[src/rtl/exe_stage_muldiv_if.sv]
// ID/EX -> EX/MEM bus for the execute stage, including the flush/stall handshake.
// master drives the ID/EX fields and flush; slave returns stall and the EX/MEM fields.
interface exe_stage_muldiv_if #(parameter int WIDTH = 32);
  logic             flush;
  logic [31:0]      PC_in;
  logic [WIDTH-1:0] Val1_in;
  logic [WIDTH-1:0] Val2_in;
  logic [WIDTH-1:0] Reg2_in;
  logic [4:0]       dest_in;
  logic [3:0]       EXE_cmd_in;
  logic             MEM_R_en_in;
  logic             MEM_W_en_in;
  logic             WB_en_in;

  logic             stall;
  logic [31:0]      PC;
  logic [WIDTH-1:0] ALU_res;
  logic [WIDTH-1:0] Reg2;
  logic [4:0]       dest;
  logic             MEM_R_en;
  logic             MEM_W_en;
  logic             WB_en;

  modport master (
    output flush, PC_in, Val1_in, Val2_in, Reg2_in, dest_in, EXE_cmd_in,
           MEM_R_en_in, MEM_W_en_in, WB_en_in,
    input  stall, PC, ALU_res, Reg2, dest, MEM_R_en, MEM_W_en, WB_en
  );

  modport slave (
    input  flush, PC_in, Val1_in, Val2_in, Reg2_in, dest_in, EXE_cmd_in,
           MEM_R_en_in, MEM_W_en_in, WB_en_in,
    output stall, PC, ALU_res, Reg2, dest, MEM_R_en, MEM_W_en, WB_en
  );
endinterface

[src/rtl/exe_stage_muldiv.sv]
// Execute stage: single-cycle ALU plus iterative unsigned MUL/DIVU/REMU that
// stalls the front end while busy. All EX/MEM outputs are registered.
module exe_stage_muldiv #(
  parameter int WIDTH = 32
) (
  input  logic            clk,
  input  logic            rst,
  exe_stage_muldiv_if.slave bus
);

  localparam int CW = $clog2(WIDTH);
  localparam logic [CW-1:0] CNT_ONE  = CW'(1);
  localparam logic [CW-1:0] CNT_LAST = CW'(WIDTH - 1);

  localparam logic [3:0] CMD_ADD  = 4'b0000;
  localparam logic [3:0] CMD_SUB  = 4'b0010;
  localparam logic [3:0] CMD_AND  = 4'b0100;
  localparam logic [3:0] CMD_OR   = 4'b0101;
  localparam logic [3:0] CMD_NOR  = 4'b0110;
  localparam logic [3:0] CMD_XOR  = 4'b0111;
  localparam logic [3:0] CMD_SLL  = 4'b1000;
  localparam logic [3:0] CMD_SRA  = 4'b1001;
  localparam logic [3:0] CMD_SRL  = 4'b1010;
  localparam logic [3:0] CMD_MUL  = 4'b1100;
  localparam logic [3:0] CMD_DIVU = 4'b1101;
  localparam logic [3:0] CMD_REMU = 4'b1110;

  typedef enum logic [1:0] {IDLE, BUSY, DONE} state_t;

  state_t           state_q, state_d;
  logic [CW-1:0]    cnt_q, cnt_d;
  logic [3:0]       cmd_q, cmd_d;
  logic [WIDTH-1:0] acc_q, acc_d;
  logic [WIDTH-1:0] opa_q, opa_d;
  logic [WIDTH-1:0] opb_q, opb_d;

  logic [31:0]      pc_q, pc_d;
  logic [WIDTH-1:0] alu_res_q, alu_res_d;
  logic [WIDTH-1:0] reg2_q, reg2_d;
  logic [4:0]       dest_q, dest_d;
  logic             mem_r_en_q, mem_r_en_d;
  logic             mem_w_en_q, mem_w_en_d;
  logic             wb_en_q, wb_en_d;

  logic             is_iter;
  logic [CW-1:0]    shamt;
  logic [WIDTH-1:0] alu_res;
  logic [WIDTH:0]   trial;
  logic [WIDTH:0]   diff;
  logic             bubble;

  assign is_iter = (bus.EXE_cmd_in == CMD_MUL) || (bus.EXE_cmd_in == CMD_DIVU) ||
                   (bus.EXE_cmd_in == CMD_REMU);
  assign shamt   = bus.Val2_in[CW-1:0];

  // Restoring division: acc holds the partial remainder, opa shifts the dividend
  // out at the top and the quotient bits in at the bottom.
  assign trial = {acc_q, opa_q[WIDTH-1]};
  assign diff  = trial - {1'b0, opb_q};

  // Reset is folded in so a held reset never asks the front end to stall.
  assign bus.stall = rst && !bus.flush &&
                     ((state_q == BUSY) || ((state_q == IDLE) && is_iter));

  always_comb begin
    alu_res = '0;
    case (bus.EXE_cmd_in)
      CMD_ADD: alu_res = bus.Val1_in + bus.Val2_in;
      CMD_SUB: alu_res = bus.Val1_in - bus.Val2_in;
      CMD_AND: alu_res = bus.Val1_in & bus.Val2_in;
      CMD_OR:  alu_res = bus.Val1_in | bus.Val2_in;
      CMD_NOR: alu_res = ~(bus.Val1_in | bus.Val2_in);
      CMD_XOR: alu_res = bus.Val1_in ^ bus.Val2_in;
      CMD_SLL: alu_res = bus.Val1_in << shamt;
      CMD_SRA: alu_res = $signed(bus.Val1_in) >>> shamt;
      CMD_SRL: alu_res = bus.Val1_in >> shamt;
      default: alu_res = '0;
    endcase
  end

  always_comb begin
    state_d    = state_q;
    cnt_d      = cnt_q;
    cmd_d      = cmd_q;
    acc_d      = acc_q;
    opa_d      = opa_q;
    opb_d      = opb_q;
    pc_d       = bus.PC_in;
    alu_res_d  = alu_res;
    reg2_d     = bus.Reg2_in;
    dest_d     = bus.dest_in;
    mem_r_en_d = bus.MEM_R_en_in;
    mem_w_en_d = bus.MEM_W_en_in;
    wb_en_d    = bus.WB_en_in;
    bubble     = 1'b0;

    if (bus.flush) begin
      state_d = IDLE;
      cnt_d   = '0;
      bubble  = 1'b1;
    end else begin
      case (state_q)
        IDLE: begin
          if (is_iter) begin
            state_d = BUSY;
            cnt_d   = '0;
            cmd_d   = bus.EXE_cmd_in;
            acc_d   = '0;
            opa_d   = bus.Val1_in;
            opb_d   = bus.Val2_in;
            bubble  = 1'b1;
          end
        end
        BUSY: begin
          bubble = 1'b1;
          cnt_d  = cnt_q + CNT_ONE;
          if (cmd_q == CMD_MUL) begin
            acc_d = acc_q + (opb_q[0] ? opa_q : '0);
            opa_d = opa_q << 1;
            opb_d = opb_q >> 1;
          end else begin
            acc_d = diff[WIDTH] ? trial[WIDTH-1:0] : diff[WIDTH-1:0];
            opa_d = {opa_q[WIDTH-2:0], ~diff[WIDTH]};
          end
          if (cnt_q == CNT_LAST) begin
            state_d = DONE;
          end
        end
        DONE: begin
          alu_res_d = (cmd_q == CMD_DIVU) ? opa_q : acc_q;
          state_d   = IDLE;
        end
        default: state_d = IDLE;
      endcase
    end

    if (bubble) begin
      pc_d       = '0;
      alu_res_d  = '0;
      reg2_d     = '0;
      dest_d     = '0;
      mem_r_en_d = 1'b0;
      mem_w_en_d = 1'b0;
      wb_en_d    = 1'b0;
    end
  end

  always_ff @(posedge clk or negedge rst) begin
    if (!rst) begin
      state_q    <= IDLE;
      cnt_q      <= '0;
      cmd_q      <= '0;
      acc_q      <= '0;
      opa_q      <= '0;
      opb_q      <= '0;
      pc_q       <= '0;
      alu_res_q  <= '0;
      reg2_q     <= '0;
      dest_q     <= '0;
      mem_r_en_q <= 1'b0;
      mem_w_en_q <= 1'b0;
      wb_en_q    <= 1'b0;
    end else begin
      state_q    <= state_d;
      cnt_q      <= cnt_d;
      cmd_q      <= cmd_d;
      acc_q      <= acc_d;
      opa_q      <= opa_d;
      opb_q      <= opb_d;
      pc_q       <= pc_d;
      alu_res_q  <= alu_res_d;
      reg2_q     <= reg2_d;
      dest_q     <= dest_d;
      mem_r_en_q <= mem_r_en_d;
      mem_w_en_q <= mem_w_en_d;
      wb_en_q    <= wb_en_d;
    end
  end

  assign bus.PC       = pc_q;
  assign bus.ALU_res  = alu_res_q;
  assign bus.Reg2     = reg2_q;
  assign bus.dest     = dest_q;
  assign bus.MEM_R_en = mem_r_en_q;
  assign bus.MEM_W_en = mem_w_en_q;
  assign bus.WB_en    = wb_en_q;

endmodule

[src/flat_wrapper.sv]
// flat-port wrapper written by rule: the top's interface ports become plain ports
module exe_stage_muldiv_flat 
#(
  parameter int WIDTH = 32
)
  (clk, rst, bus_flush, bus_PC_in, bus_Val1_in, bus_Val2_in, bus_Reg2_in, bus_dest_in, bus_EXE_cmd_in, bus_MEM_R_en_in, bus_MEM_W_en_in, bus_WB_en_in, bus_stall, bus_PC, bus_ALU_res, bus_Reg2, bus_dest, bus_MEM_R_en, bus_MEM_W_en, bus_WB_en);
  exe_stage_muldiv_if #(.WIDTH(WIDTH)) bus_i ();
  input  logic clk;
  input  logic rst;
  input wire logic [$bits(bus_i.flush)-1:0] bus_flush;
  input wire logic [$bits(bus_i.PC_in)-1:0] bus_PC_in;
  input wire logic [$bits(bus_i.Val1_in)-1:0] bus_Val1_in;
  input wire logic [$bits(bus_i.Val2_in)-1:0] bus_Val2_in;
  input wire logic [$bits(bus_i.Reg2_in)-1:0] bus_Reg2_in;
  input wire logic [$bits(bus_i.dest_in)-1:0] bus_dest_in;
  input wire logic [$bits(bus_i.EXE_cmd_in)-1:0] bus_EXE_cmd_in;
  input wire logic [$bits(bus_i.MEM_R_en_in)-1:0] bus_MEM_R_en_in;
  input wire logic [$bits(bus_i.MEM_W_en_in)-1:0] bus_MEM_W_en_in;
  input wire logic [$bits(bus_i.WB_en_in)-1:0] bus_WB_en_in;
  output wire logic [$bits(bus_i.stall)-1:0] bus_stall;
  output wire logic [$bits(bus_i.PC)-1:0] bus_PC;
  output wire logic [$bits(bus_i.ALU_res)-1:0] bus_ALU_res;
  output wire logic [$bits(bus_i.Reg2)-1:0] bus_Reg2;
  output wire logic [$bits(bus_i.dest)-1:0] bus_dest;
  output wire logic [$bits(bus_i.MEM_R_en)-1:0] bus_MEM_R_en;
  output wire logic [$bits(bus_i.MEM_W_en)-1:0] bus_MEM_W_en;
  output wire logic [$bits(bus_i.WB_en)-1:0] bus_WB_en;
  assign bus_i.flush = bus_flush;
  assign bus_i.PC_in = bus_PC_in;
  assign bus_i.Val1_in = bus_Val1_in;
  assign bus_i.Val2_in = bus_Val2_in;
  assign bus_i.Reg2_in = bus_Reg2_in;
  assign bus_i.dest_in = bus_dest_in;
  assign bus_i.EXE_cmd_in = bus_EXE_cmd_in;
  assign bus_i.MEM_R_en_in = bus_MEM_R_en_in;
  assign bus_i.MEM_W_en_in = bus_MEM_W_en_in;
  assign bus_i.WB_en_in = bus_WB_en_in;
  assign bus_stall = bus_i.stall;
  assign bus_PC = bus_i.PC;
  assign bus_ALU_res = bus_i.ALU_res;
  assign bus_Reg2 = bus_i.Reg2;
  assign bus_dest = bus_i.dest;
  assign bus_MEM_R_en = bus_i.MEM_R_en;
  assign bus_MEM_W_en = bus_i.MEM_W_en;
  assign bus_WB_en = bus_i.WB_en;
  exe_stage_muldiv #(.WIDTH(WIDTH)) u_core (.clk(clk), .rst(rst), .bus(bus_i));
endmodule
[config.mk]
export PLATFORM = sky130hd
export DESIGN_NAME = exe_stage_muldiv_flat
export DESIGN_NICKNAME = d
export VERILOG_FILES = /design/src/rtl/exe_stage_muldiv_if.sv /design/src/rtl/exe_stage_muldiv.sv /design/src/flat_wrapper.sv
export SDC_FILE = /design/constraint.sdc
export NUM_CORES = 1
export LEC_CHECK = 0
export CORE_AREA = 5 5 213 215
export CTS_CLUSTER_DIAMETER = 30
export DETAILED_ROUTE_END_ITERATION = 10
export DIE_AREA = 0 0 218 220
export PLACE_DENSITY = 0.7
export SYNTH_ARGS = -nofsm -noshare
export SYNTH_HDL_FRONTEND = slang
export SYNTH_SLANG_ARGS = --single-unit
[constraint.sdc]
create_clock -name clk -period 2.8 [get_ports clk]
set_input_delay 0.56 -clock clk [delete_from_list [all_inputs] [get_ports clk]]
set_output_delay 0.56 -clock clk [all_outputs]
set_load 0.005 [all_outputs]
==> flow_summary.ini, run 1 <==
[sta]
rsz0062_at_grt = true
relSlewSlack_pct = 37.75
fin_tns_setup_ns = -31.56
final-setup-viol-count = 59
fin_worst_skew_ns = 0.04360
period_needed_ns = 3.718
fmax_mhz = 269.0
final_hold_viol_count = 0
finalCritPeriodShare_pct = 132.8
drv_slew = 0
worst_slew_pin_slew_ns = 0.9338
post-route-worst-setup-slack_ns = -0.9182

[worst_setup_path]
critPathMaxFanout = 3
rr_startpoint = u_core.acc_q[0]
r2r_cells = 12
cp.arrival_ns = 4.18
start_kind = primary input
end_kind = flip-flop
cp.required_ns = 3.26
r2r-end = u_core.acc_q[31]
crit_type = primary input to flip-flop
r2r_slack_ns = -0.64

[clock_network]
cts_max_path_buffers = 3
htreeDepth = 2
clock_sinks = 211
cts_tree = done
cts_made_buffers = 54
clk_pin_slew_ns = 0.04
root_buffer = clkbuf_16
clk_latency_ns = 0.62

[global_routing]
grt_usage_pct = 41.42
grt_max_degree = 159
grt_pass1_wl_mm = 152.7
first_global_vias = 25212
antenna_found_initial = 4
grt_overflow = 0

[layout]
drive_gt1_share_pct = 33.57
final_cell_mix = buf_4, nor2_1, a21oi_1, clkdlybuf4s50_1, nand2_1
finalNonFillerCells = 4152
areaGrowthSynthToFinish_pct = 60.81
final_common_cell = buf_4
finalNetCount = 3821

[logic_synthesis]
synthArstFlopShare_pct = 100.0
syn_area_um2 = 20500
netlist_instances = 2584
syn_nets = 2893
seq_area_frac_synth_pct = 25.76
synthFlopType = dfrtp_1
synth_edf_count = 0
synth_warnings = 0
synth-seq-cells = 211
synth_cell_types = 88
syn_area_per_cell_um2 = 7.932

[place]
dp_worst_setup_slack_ns = -1.842
portBuffers = 247
dp_hpwl_mm = 76.85
place_inst = 3958
routabilityCongestion = 1.005

[status]
violations = negative setup slack
outcome = complete, but fails checks

[power_and_ir_drop]
vdd_drop_max_uv = 498.8
leakage_nw = 15.51
p_per_area_nw_per_um2 = 637.6

[routing]
routed_wirelength_mm = 106.7
ant_nets = 0
wire_per_inst_um = 25.69
drt-initial-drc-count = 3316
drc_errors = 0
drtPass1Iterations = 8
routed_via_density = 6.213
vias = 25797

[floorplan]
core_area_um2 = 43550
die-area_um2 = 47960
start_util_pct = 47.07
die_h_um = 220
floorplan.rows = 77
die_width_um = 218
boundaryPins = 248

[hold_path]
hold_path.class = primary input to async pin

[run]
cap_violations = 0
## power breakdown
group          internal [mW]  switching, mW
Clock                   4.95           2.26
Sequential              3.51          0.432
Combinational           4.64           5.23
## logic make-up (layout without fill, tap and decap cells)
group | count (synthesis) | in the layout | synth area share, %
compound gates | 827 | 827 | 24.93
simple gates | 816 | 816 | 18.67
buf+inv | 286 | 1259 | 5.561
flops | 211 | 211 | 25.76
mux | 172 | 172 | 10.31
fa+ha+maj | 166 | 166 | 10.24
xor+xnor | 106 | 106 | 4.529
other cells | 0 | 3 | 0
## worst max-delay path by stage
stage | start | end | slack [ns] | depth (start not counted)
after detailed placement | bus_Val2_in[6] | u_core.bus.ALU_res[30] | -1.84 | 17
after global routing | bus_Val2_in[0] | u_core.bus.ALU_res[30] | -1.14 | 20
after global placement | bus_Val2_in[6] | u_core.bus.ALU_res[30] | -1.72 | 19
after CTS | bus_Val2_in[0] | u_core.bus.ALU_res[30] | -0.87 | 20
final | bus_Val2_in[0] | u_core.bus.ALU_res[30] | -0.92 | 22
after floorplan | bus_Val2_in[0] | u_core.bus.ALU_res[30] | -1.42 | 20
## state kept, by name, indices dropped and copies added (netlist names)
name and flops:
u_core.acc_q 32, u_core.bus.ALU_res 32, u_core.bus.PC 32, u_core.bus.Reg2 32, u_core.opa_q 32, u_core.opb_q 32, u_core.bus.dest 5, u_core.cnt_q 5
u_core.cmd_q 4, u_core.state_q 2, u_core.bus.MEM_R_en 1, u_core.bus.MEM_W_en 1, u_core.bus.WB_en 1
## metrics by stage
step / util [%] / area (um^2) / hold WS (ns) / total power [mW]
final: 75.69 / 32960 / 0.3727 / 21.02
after global routing: 75.69 / 32960 / 0.3649 / 21.72
after CTS: 74.20 / 32310 / 0.3609 / 20.07
after detailed placement: 65.74 / 28630 / 0.3652 / 12.15
after global placement: 65.74 / 28630 / 0.3637 / 11.93
after floorplan: - / 20830 / 0.2644 / 8.096
## cells in the mapped netlist (5+ instances only)
cell / instances / area (um^2)
inv_1: 122 / 457.9
a211o_1: 7 / 61.31
nor4_1: 6 / 37.54
a211oi_1: 23 / 172.7
xor2_1: 24 / 210.2
a221o_1: 7 / 70.07
and3_1: 11 / 68.82
a21o_1: 50 / 375.4
clkbuf_1: 120 / 450.4
mux2i_1: 132 / 1321
a21oi_1: 268 / 1341
nand4_1: 8 / 50.05
o22ai_1: 31 / 193.9
nor3_1: 27 / 135.1
nand2b_1: 23 / 143.9
mux4_2: 30 / 675.7
o21ai_0: 235 / 1176
xnor2_1: 82 / 718.2
nor2_1: 282 / 1059
nand3_1: 34 / 170.2
a22o_1: 7 / 61.31
ha_1: 163 / 2039
a22oi_1: 21 / 157.7
o21bai_1: 10 / 75.07
a221oi_1: 10 / 87.58
a31o_2: 6 / 52.55
nand2_1: 241 / 904.6
buf_2: 19 / 95.09
a31oi_1: 19 / 118.9
o21ai_1: 7 / 35.03
nand3b_1: 6 / 45.04
dfrtp_1: 211 / 5280
nor2b_1: 15 / 93.84
and2_1: 116 / 725.7
o221ai_1: 14 / 122.6
o21a_1: 17 / 127.6
mux2_2: 9 / 101.4
o31ai_1: 15 / 112.6
buf_1: 16 / 60.06
or2_2: 5 / 31.28
o211ai_1: 18 / 135.1
or3_1: 20 / 125.1
a2111oi_0: 8 / 70.07
## layout make-up
class / instances / area (um^2)
diodes: 3 / 7.507
clock buffers: 58 / 1396
clock inverters: 43 / 680.7
fillers: 2964 / 10590
inverters: 125 / 484.2
multi-input cells: 2087 / 15550
flip-flops and latches: 211 / 5283
well taps: 592 / 740.7
repair buffers: 1033 / 8823
## critical path, stage by stage
cell and delay [ns]:
buf_12 0.12, clkinv_8 0.04, ha_4 0.14, nand2_4 0.05
nor4_4 0.26, buf_4 0.17, nand3_4 0.09, buf_6 0.15
buf_12 0.12, nor3_4 0.22, nand2_2 0.10, or4_4 0.44
o21ai_2 0.17, xnor2_1 0.09, ha_1 0.33, buf_6 0.13
nand2_2 0.09, nor3_2 0.06, and2_1 0.16, or3_1 0.35
a31oi_1 0.22, o22ai_1 0.10
## per-layer routing
layer	vias up	wire, um	track usage (%)	share of wire [%]
met1	12392	39860	50.74	37
met3	508	11030	8.985	10
met4	2	6954	19.72	6.5
met2	1754	48820	69.67	46
met5	-	17	0	0.016
li1	11141	-	-	-
## timing repair
| action | CTS | global route |
|---|---|---|
| resized for setup | 272 | 125 |
| setup endpoints to repair | 66 | 64 |
| hold buffers | 1 | 0 |
| gates cloned | 2 | 0 |
| pin swaps | 179 | 132 |
| endpoints found under the hold margin | 8 | 0 |
| setup buffers | 73 | 30 |
(Power assumes the default switching activity.)
==> inputs of run 2 (changes only) <==
- CORE_AREA: 5 5 213 215 -> 5 5 191 193
- DIE_AREA: 0 0 218 220 -> 0 0 196 198
- PLACE_DENSITY: 0.7 -> 0.81
- clock period: 2.8 -> 4.4 ns (I/O delays scaled with it)
==> flow_summary.ini, run 2 (synthesis gave the netlist of run 1 again) <==
[layout]
final_common_cell = nor2_1
final_cell_mix = nor2_1, a21oi_1, clkdlybuf4s50_1, nand2_1, o21ai_0
finalNonFillerCells = 3438
areaGrowthSynthToFinish_pct = 29.20
finalNetCount = 3249
drive_gt1_share_pct = 13.92

[sta]
fmax_mhz = 233.5
finalCritPeriodShare_pct = 97.34
period_needed_ns = 4.283
drv_slew = 0
relSlewSlack_pct = 36.61
final_hold_viol_count = 0
fin_worst_skew_ns = 0.02350
rsz0062_at_grt = false
final-setup-viol-count = 0
worst_slew_pin_slew_ns = 0.9509

[floorplan]
die-area_um2 = 38810
start_util_pct = 59.63
boundaryPins = 248
die_h_um = 198
floorplan.rows = 68
core_area_um2 = 34370
die_width_um = 196

[global_routing]
first_global_vias = 22835
grt_max_degree = 84
grt_usage_pct = 44.39
grt_overflow = 0
antenna_found_initial = 3
grt_pass1_wl_mm = 134.6

[power_and_ir_drop]
vdd_drop_max_uv = 374.4
p_total_mw = 10.71
p_per_area_nw_per_um2 = 404.6
leakage_nw = 12.14

[routing]
routed_via_density = 6.787
vias = 23334
routed_wirelength_mm = 89.60
drc_errors = 0
drtPass1Iterations = 7
wire_per_inst_um = 26.06
ant_nets = 0
drt-initial-drc-count = 3418

[clock_network]
root_buffer = clkbuf_16
cts_max_path_buffers = 3
clk_pin_slew_ns = 0.05
cts_tree = done
cts_made_buffers = 51
hold_buffers = 0
clock_sinks = 211
clk_latency_ns = 0.60
htreeDepth = 2

[worst_setup_path]
crit_type = primary input to flip-flop
max_stage_delay_ns = 0.44
path_buf_inv = 4
critPathMaxFanout = 4
cp.required_ns = 4.87
crit_family = compound AO/OA/AOI/OAI gates
cp.arrival_ns = 4.75
cpMostUsedCell = buf_4
end_kind = flip-flop
crit_chain = clkdlybuf4s50_1, nor3_2, buf_4, buf_4, and2_2, a41oi_1, xnor2_1, ha_1, a21o_1, a21o_1, a2111oi_4, o32ai_2, a41oi_2, o31a_1, buf_4, nor2_1, or3_1, a31o_2
slowest_stage = clkdlybuf4s50_1
start_kind = primary input

[run]
cap_violations = 0

[place]
routabilityCongestion = 1.065
portBuffers = 247
place_inst = 3341
dp_hpwl_mm = 64.91

[hold_path]
hold_path.class = primary input to async pin

[status]
outcome = finished clean
[run 2: cell types whose count changed in the layout (fill, tap and decap cells not counted), moves of 17 or more]
cell	previous run	this run
buf_4	714	218
a21oi_2	33	3
o21ai_1	37	9
buf_6	49	0
ha_1	145	162
a21oi_1	233	266
o21ai_0	192	232
[run 2: repair_timing]
item / 4_1_cts / 5_1_grt
pin swaps: 0 / 3
buffers inserted: 0 / 1
resized for setup: 1 / 19
cloned: 0 / 0
endpoints found under the setup margin: 1 / 14
[run 2: path summary, 6_finish.rpt]
check,endpoint,start,slack [ns],depth (start not counted)
max in group asynchronous,u_core.bus.ALU_res[7],rst,2.26,3
hold reg to reg,u_core.cmd_q[2],u_core.cmd_q[2],0.51,1
hold / removal,u_core.bus.Reg2[25],rst,0.18,1
setup / recovery,u_core.bus.ALU_res[25],bus_EXE_cmd_in[2],0.12,18
setup reg to reg,u_core.acc_q[28],u_core.opb_q[0],0.53,13
min in group clk,u_core.cmd_q[2],u_core.cmd_q[2],0.51,1
[run 2: final cells by class]
| class | instances | area [um^2] |
|---|---|---|
| antenna | 2 | 5.005 |
| clock buffer | 65 | 1410 |
| clock inverter | 29 | 381.6 |
| fill | 2335 | 7891 |
| inverter | 125 | 476.7 |
| multi-input combinational | 2087 | 14270 |
| sequential | 211 | 5280 |
| tap | 455 | 569.3 |
| timing repair buffer | 464 | 4089 |
[run 2: per-stage QoR]
stage / util, % / setup TNS (ns) / instance area [um^2] / setup slack (ns) / hold WS (ns)
after floorplan: - / -0.2003 / 20600 / -0.1432 / 0.4346
after global placement: 71.50 / -6.655 / 24580 / -0.4750 / 0.4484
after detailed placement: 71.50 / -8.900 / 24580 / -0.5756 / 0.4565
after CTS: 76.73 / 0 / 26370 / 0.07658 / 0.1840
after global routing: 77.03 / 0 / 26480 / 0.0001807 / 0.1972
final: 77.04 / 0 / 26480 / 0.1172 / 0.1796
[run 2: metal layers]
layer	vias to the layer above	global-route usage [%]	share of wire, %
met3	471	9.852	12
met5	-	0	0.012
met4	2	25.68	7.4
li1	9989	-	-
met2	1913	68.97	44
met1	10959	57.33	36
[run 2: report_power, final]
group | switching, mW | total (mW) | internal (mW)
Clock | 1.33 | 3.95 | 2.62
Sequential | 0.358 | 2.59 | 2.23
Combinational | 2.46 | 4.17 | 1.71
Total | 4.15 | 10.7 | 6.57
